### src/rtl/pkt_parse_pkg.sv
// pkt_parse_pkg: shared demo packet types and the channel-index width helper.
//   pkt_ctl_s  - control sideband (eop)
//   pkt_data_s - data beat (flags, payload)
//   ch_w()     - width of a channel index, at least 1 bit
package pkt_parse_pkg;
    typedef logic [7:0] payload_t;
    typedef struct packed {
        logic eop;
    } pkt_ctl_s;
    typedef struct packed {
        logic [3:0] flags;
        payload_t   payload;
    } pkt_data_s;
    function automatic int ch_w(input int n);
        return (n > 1) ? $clog2(n) : 1;
    endfunction
endpackage

### src/rtl/pkt_payload_fifo.sv
// pkt_payload_fifo: single-clock payload FIFO with extra-MSB wrap pointers.
//   clk, rst_n      - clock, synchronous active-low reset
//   push_i, din_i   - write request and data (ignored when full)
//   pop_i           - read request (ignored when empty)
//   head_o          - oldest entry, valid while !empty_o
//   full_o, empty_o - occupancy flags from the registered pointers
module pkt_payload_fifo import pkt_parse_pkg::*; #(
    parameter type data_t = payload_t,
    parameter int  DEPTH  = 4
) (
    input  logic  clk,
    input  logic  rst_n,
    input  logic  push_i,
    input  logic  pop_i,
    input  data_t din_i,
    output data_t head_o,
    output logic  full_o,
    output logic  empty_o
);
    localparam int AW = $clog2(DEPTH);
    data_t         mem_q [DEPTH];
    logic [AW:0]   wr_q, wr_d, rd_q, rd_d;
    assign full_o  = (wr_q[AW] != rd_q[AW]) && (wr_q[AW-1:0] == rd_q[AW-1:0]);
    assign empty_o = wr_q == rd_q;
    assign head_o  = mem_q[rd_q[AW-1:0]];
    assign wr_d    = (push_i && !full_o) ? wr_q + 1'b1 : wr_q;
    assign rd_d    = (pop_i && !empty_o) ? rd_q + 1'b1 : rd_q;
    always_ff @(posedge clk) begin
        if (!rst_n) begin
            wr_q <= '0;
            rd_q <= '0;
        end else begin
            wr_q <= wr_d;
            rd_q <= rd_d;
        end
    end
    always_ff @(posedge clk)
        if (rst_n && push_i && !full_o) mem_q[wr_q[AW-1:0]] <= din_i;
endmodule

### src/rtl/pkt_payload_parse_mc.sv
// pkt_payload_parse_mc: queues flagged end-of-packet payloads from NUM_CH streams
// into per-channel FIFOs and merges them round-robin onto one valid/ready output.
//   clk, rst_n                        - clock, synchronous active-low reset
//   pkt_valid/pkt_ready               - per-channel beat handshake
//   pkt_ctl_data, pkt_data            - per-channel control (eop) and data (flags, payload)
//   out_valid/out_ready               - merged output handshake
//   out_payload, out_ch               - head payload of the granted FIFO and its channel
//   drop_cnt                          - per-channel saturating drop counters, present
//                                       only when PKT_PARSE_DROP_CNT_EN is defined
module pkt_payload_parse_mc import pkt_parse_pkg::*; #(
    parameter type     pkt_ctl_t          = pkt_ctl_s,
    parameter type     pkt_data_t         = pkt_data_s,
    parameter type     pkt_data_payload_t = payload_t,
    parameter int      NUM_CH             = 4,
    parameter int      FIFO_DEPTH         = 4,
    parameter int      DROP_ON_FULL       = 0,
    parameter int      CNT_W              = 16,
    localparam int     CH_W               = ch_w(NUM_CH)
) (
    input  logic              clk,
    input  logic              rst_n,
    input  logic [NUM_CH-1:0] pkt_valid,
    output logic [NUM_CH-1:0] pkt_ready,
    input  pkt_ctl_t          pkt_ctl_data [NUM_CH],
    input  pkt_data_t         pkt_data [NUM_CH],
    output logic              out_valid,
    input  logic              out_ready,
    output pkt_data_payload_t out_payload,
`ifdef PKT_PARSE_DROP_CNT_EN
    output logic [CH_W-1:0]   out_ch,
    output logic [CNT_W-1:0]  drop_cnt [NUM_CH]
`else
    output logic [CH_W-1:0]   out_ch
`endif
);
    logic [NUM_CH-1:0] full, empty, qual, push, pop;
    pkt_data_payload_t head [NUM_CH];
    logic [CH_W-1:0]   rr_q, rr_d, rr_gnt, gnt_q, gnt, idx;
    logic              lock_q, lock_d, hs;
    for (genvar i = 0; i < NUM_CH; i++) begin : g_ch
        // Readiness depends only on registered fullness, never on out_ready.
        assign pkt_ready[i] = rst_n && (DROP_ON_FULL != 0 || !full[i]);
        assign qual[i]      = pkt_valid[i] && pkt_ready[i] && pkt_ctl_data[i].eop && |pkt_data[i].flags;
        assign push[i]      = qual[i] && !full[i];
        assign pop[i]       = hs && gnt == CH_W'(i);
        pkt_payload_fifo #(.data_t(pkt_data_payload_t), .DEPTH(FIFO_DEPTH)) u_fifo (
            .clk    (clk),
            .rst_n  (rst_n),
            .push_i (push[i]),
            .pop_i  (pop[i]),
            .din_i  (pkt_data[i].payload),
            .head_o (head[i]),
            .full_o (full[i]),
            .empty_o(empty[i])
        );
`ifdef PKT_PARSE_DROP_CNT_EN
        logic [CNT_W-1:0] cnt_q;
        // A qualifying beat seen against a full FIFO is lost even if that FIFO pops this cycle.
        always_ff @(posedge clk) begin
            if (!rst_n) cnt_q <= '0;
            else if (qual[i] && full[i] && cnt_q != '1) cnt_q <= cnt_q + 1'b1;
        end
        assign drop_cnt[i] = cnt_q;
`endif
    end
    // Scan downward so the nonempty channel nearest to rr_q is the last one assigned.
    always_comb begin
        rr_gnt = rr_q;
        idx    = '0;
        for (int k = NUM_CH - 1; k >= 0; k--) begin
            idx = CH_W'((int'(rr_q) + k) % NUM_CH);
            if (!empty[idx]) rr_gnt = idx;
        end
    end
    // A stalled grant stays locked so the offered payload cannot change under the consumer.
    assign gnt         = lock_q ? gnt_q : rr_gnt;
    assign out_valid   = rst_n && !(&empty);
    assign hs          = out_valid && out_ready;
    assign out_payload = out_valid ? head[gnt] : '0;
    assign out_ch      = out_valid ? gnt : '0;
    assign lock_d      = out_valid && !out_ready;
    assign rr_d        = !hs ? rr_q : (gnt == CH_W'(NUM_CH - 1)) ? '0 : gnt + 1'b1;
    always_ff @(posedge clk) begin
        if (!rst_n) begin
            rr_q   <= '0;
            gnt_q  <= '0;
            lock_q <= 1'b0;
        end else begin
            rr_q   <= rr_d;
            gnt_q  <= gnt;
            lock_q <= lock_d;
        end
    end
endmodule
### config.mk
export PLATFORM = sky130hd
export DESIGN_NAME = pkt_payload_parse_mc
export DESIGN_NICKNAME = d
export VERILOG_FILES = /design/src/rtl/pkt_parse_pkg.sv /design/src/rtl/pkt_payload_fifo.sv /design/src/rtl/pkt_payload_parse_mc.sv
export SDC_FILE = /design/constraint.sdc
export NUM_CORES = 1
export LEC_CHECK = 0
export CORE_AREA = 2 2 111 113
export CTS_CLUSTER_SIZE = 20
export DETAILED_ROUTE_END_ITERATION = 7
export DIE_AREA = 0 0 113 115
export PLACE_DENSITY = 0.88
export SLEW_MARGIN = 40
export SYNTH_ARGS = -nofsm -noshare
export SYNTH_HDL_FRONTEND = slang
export SYNTH_SLANG_ARGS = --single-unit
### constraint.sdc
create_clock -name clk -period 4.8 [get_ports clk]
set_input_delay 0.72 -clock clk [delete_from_list [all_inputs] [get_ports clk]]
set_output_delay 0.72 -clock clk [all_outputs]
set_load 0.01 [all_outputs]
==> reports/summary.txt <==
Post-synthesis cell type count: 37
Async SR Flop Fraction: 0%
Setup_tns: 0 ps
Die height: 115 um
Failing checks: design-rule violations
CTS buffer count: 17
FP Rows: 40
Worst-Skew Late Latency: 410 ps
1st-iter DRT viols: 437
Commonest non-fill, non-tap cell in the layout: edfxtp_1
Worst Path Max Fanout: 10
Syn Inst Count: 422
Post-CTS Setup Repair Bufs: 0
Worst slew margin: 53.0%
Maximum buffer depth of the clock tree: 2
Max-cap check violation count: 0
IO Port Bufs: 73
CTS tree: done
Crit path DAT: 3580 ps
R2r setup slk: 1660 ps
WL/cell: 21.9 um
Number of synthesized flops with an enable pin: 128
Total grt overflow: 0
Hold worst-path end: g_ch[2].u_fifo.rd_q[2]$_SDFFE_PN0P_
DRC Markers: 6
Antenna-violating nets left: 0
Vias per Instance: 5.97
Worst hold path type: flip-flop to flip-flop
Post-CTS Resized: 0
Startpoint Class: flip-flop
Final setup violation count: 0
Total wire length: 14500 um
Gpl congestion: 0.817
Final hold viol count: 0
I/O Pins: 74
Initial antenna violation count: 0
Post-route clock period utilization: 89.6%
Vias: 3937
CORE AREA: 11800 um2
Die X: 113 um
Syn avg cell area: 16.3 um2
GR Util All Layers: 23.6%
RSZ-0062 raised after global routing: false
Clock Sink Count: 165
Synth warn: 0
Worst Setup End Kind: output pin
Status: finished with violations
FMAX: 233 MHz
PwrDens: 409 nW/um2
Syn Std Cell Area: 6890 um2
Hold path depth: 1
Initial core utilization: 58.4%
Seq cells post-synth: 165
Seq/Total Area, Yosys: 66.5%
Final nets: 578
Most frequent cells in the layout: edfxtp_1, clkdlybuf4s50_1, dfxtp_1
Diodes inserted: 0
Worst hold start: g_ch[2].u_fifo.rd_q[2]$_SDFFE_PN0P_
Ys flop type: edfxtp_1
Dpl hpwl: 9770 um
DR pass1 iterations: 8
IR drop worst, VDD: 0.000246 V
Worst Tran Pin Value: 703 ps
Vias in the first global route: 4155
Die footprint: 13000 um2
Area Overhead vs Synth: 21.6%
Net count after synthesis: 501
Clk slew on worst S/H paths: 60 ps
Max-slew violations: 0
CP Class: flip-flop to output pin
Critical Path RT: 4080 ps
First-pass GRT wire length: 22600 um
Final std cells w/o fill: 659
Tmin final: 4300 ps
Static leakage: 0.00295 uW
Fin worst setup slack: 501 ps
H-tree depth: 4
Placed Instances: 627
Root Buffer: clkbuf_16
Pre-CTS setup slack: 1120 ps
Layout cell share with drive strength beyond 1: 13.3%
Number of buffers inserted by hold repair at cts: 0
Worst R2R Start: g_ch[3].u_fifo.wr_q[2]$_SDFFE_PN0P_
Largest net degree at the start of global routing: 34
Clk_skew: 6.03 ps
R2R cell count: 8
-- layout make-up --
| type | instances | area [um2] |
|---|---|---|
| clock inverters | 14 | 199 |
| well taps | 147 | 184 |
| repair buffers | 75 | 746 |
| inverters | 13 | 48.8 |
| flip-flops and latches | 165 | 4580 |
| multi-input cells | 227 | 2190 |
| clock buffers | 18 | 429 |
| fillers | 727 | 3430 |
-- cells by family after synthesis --
kind of cell | count (synthesis) | synth area share (%)
XOR/XNOR | 21 | 2.67
AO/OA/AOI/OAI | 31 | 3.36
AND/OR/NAND/NOR | 93 | 7.37
buffers and inverters | 30 | 1.67
flip-flops | 165 | 66.5
adder cells (fa/ha/maj) | 20 | 3.63
multiplexers | 62 | 14.8
-- report_power, final --
| part | leakage (uW) | total, uW | switching, uW | internal (uW) |
|---|---|---|---|---|
| combinational | 0.00120 | 408 | 208 | 200 |
| sequential | 0.00146 | 1600 | 29.9 | 1570 |
| clock | 0.000301 | 1430 | 547 | 879 |
| total | 0.00295 | 3430 | 785 | 2640 |
-- sequential cells by signal (all words and copies together) (netlist names), named ones only --
signal	flops
g_ch.u_fifo.mem_q	128
g_ch.u_fifo.rd_q	12
g_ch.u_fifo.wr_q	12
gnt_q	2
rr_q	2
lock_q	1
-- critical path, cell delays in order, from the launching register on --
cell and delay, ps:
dfxtp_1 330, xnor2_1 300, nand3_1 310, nand3_1 170, o21ai_1 140, o41ai_4 730, nand2_1 380, o22ai_1 220
clkdlybuf4s50_1 590
-- synthesized netlist by cell type (all sizes together) (2+ instances only) --
master / count / share of area, %
edfxtp: 128 / 56
dfxtp: 37 / 11
mux4: 32 / 10
mux2i: 30 / 4.4
nand2: 28 / 1.5
and2: 23 / 2.1
ha: 20 / 3.6
xnor2: 15 / 1.9
inv: 13 / 0.71
buf: 10 / 0.58
o22ai: 9 / 0.82
clkbuf: 7 / 0.38
nor2: 7 / 0.38
o21ai: 7 / 0.51
nand3: 6 / 0.44
nor2b: 6 / 0.54
xor2: 6 / 0.76
nand4: 5 / 0.45
or4: 5 / 0.54
and4: 4 / 0.51
nor3: 4 / 0.44
and3: 3 / 0.27
a21boi: 2 / 0.22
o211a: 2 / 0.29
o211ai: 2 / 0.22
o21a: 2 / 0.22
or3: 2 / 0.18
-- per-stage QoR --
stage	area (um2)	util, %	hold WS [ps]	total power [uW]
floorplan	6890	-	448	1850
global placement	7760	65.7	461	2010
detailed placement	7760	65.7	469	2020
CTS	8390	71.0	487	3430
global route	8390	71.0	510	3530
finish	8390	71.0	486	3430
-- worst max-delay path by stage --
stage                                        start        endpoint  cells after the start
3_5_place_dp   g_ch[3].u_fifo.wr_q[2]$_SDFFE_PN0P_  out_payload[1]                      8
6_report       g_ch[3].u_fifo.wr_q[2]$_SDFFE_PN0P_  out_payload[4]                      8
4_1_cts        g_ch[3].u_fifo.wr_q[2]$_SDFFE_PN0P_  out_payload[4]                      7
3_3_place_gp   g_ch[3].u_fifo.wr_q[2]$_SDFFE_PN0P_  out_payload[1]                      7
2_1_floorplan  g_ch[1].u_fifo.wr_q[1]$_SDFFE_PN0P_  out_payload[0]                      6
5_1_grt        g_ch[3].u_fifo.rd_q[0]$_SDFFE_PN0P_  out_payload[3]                      8
-- routing by layer --
metal | routed length (um) | vias up | global-route usage (%)
li1 | - | 1779 | -
met1 | 5820 | 1956 | 30.2
met2 | 7400 | 181 | 40.1
met3 | 1030 | 21 | 5.54
met4 | 205 | 0 | 8.46
met5 | 0 | - | 0
No activity file was read; power rests on OpenSTA's default activity.
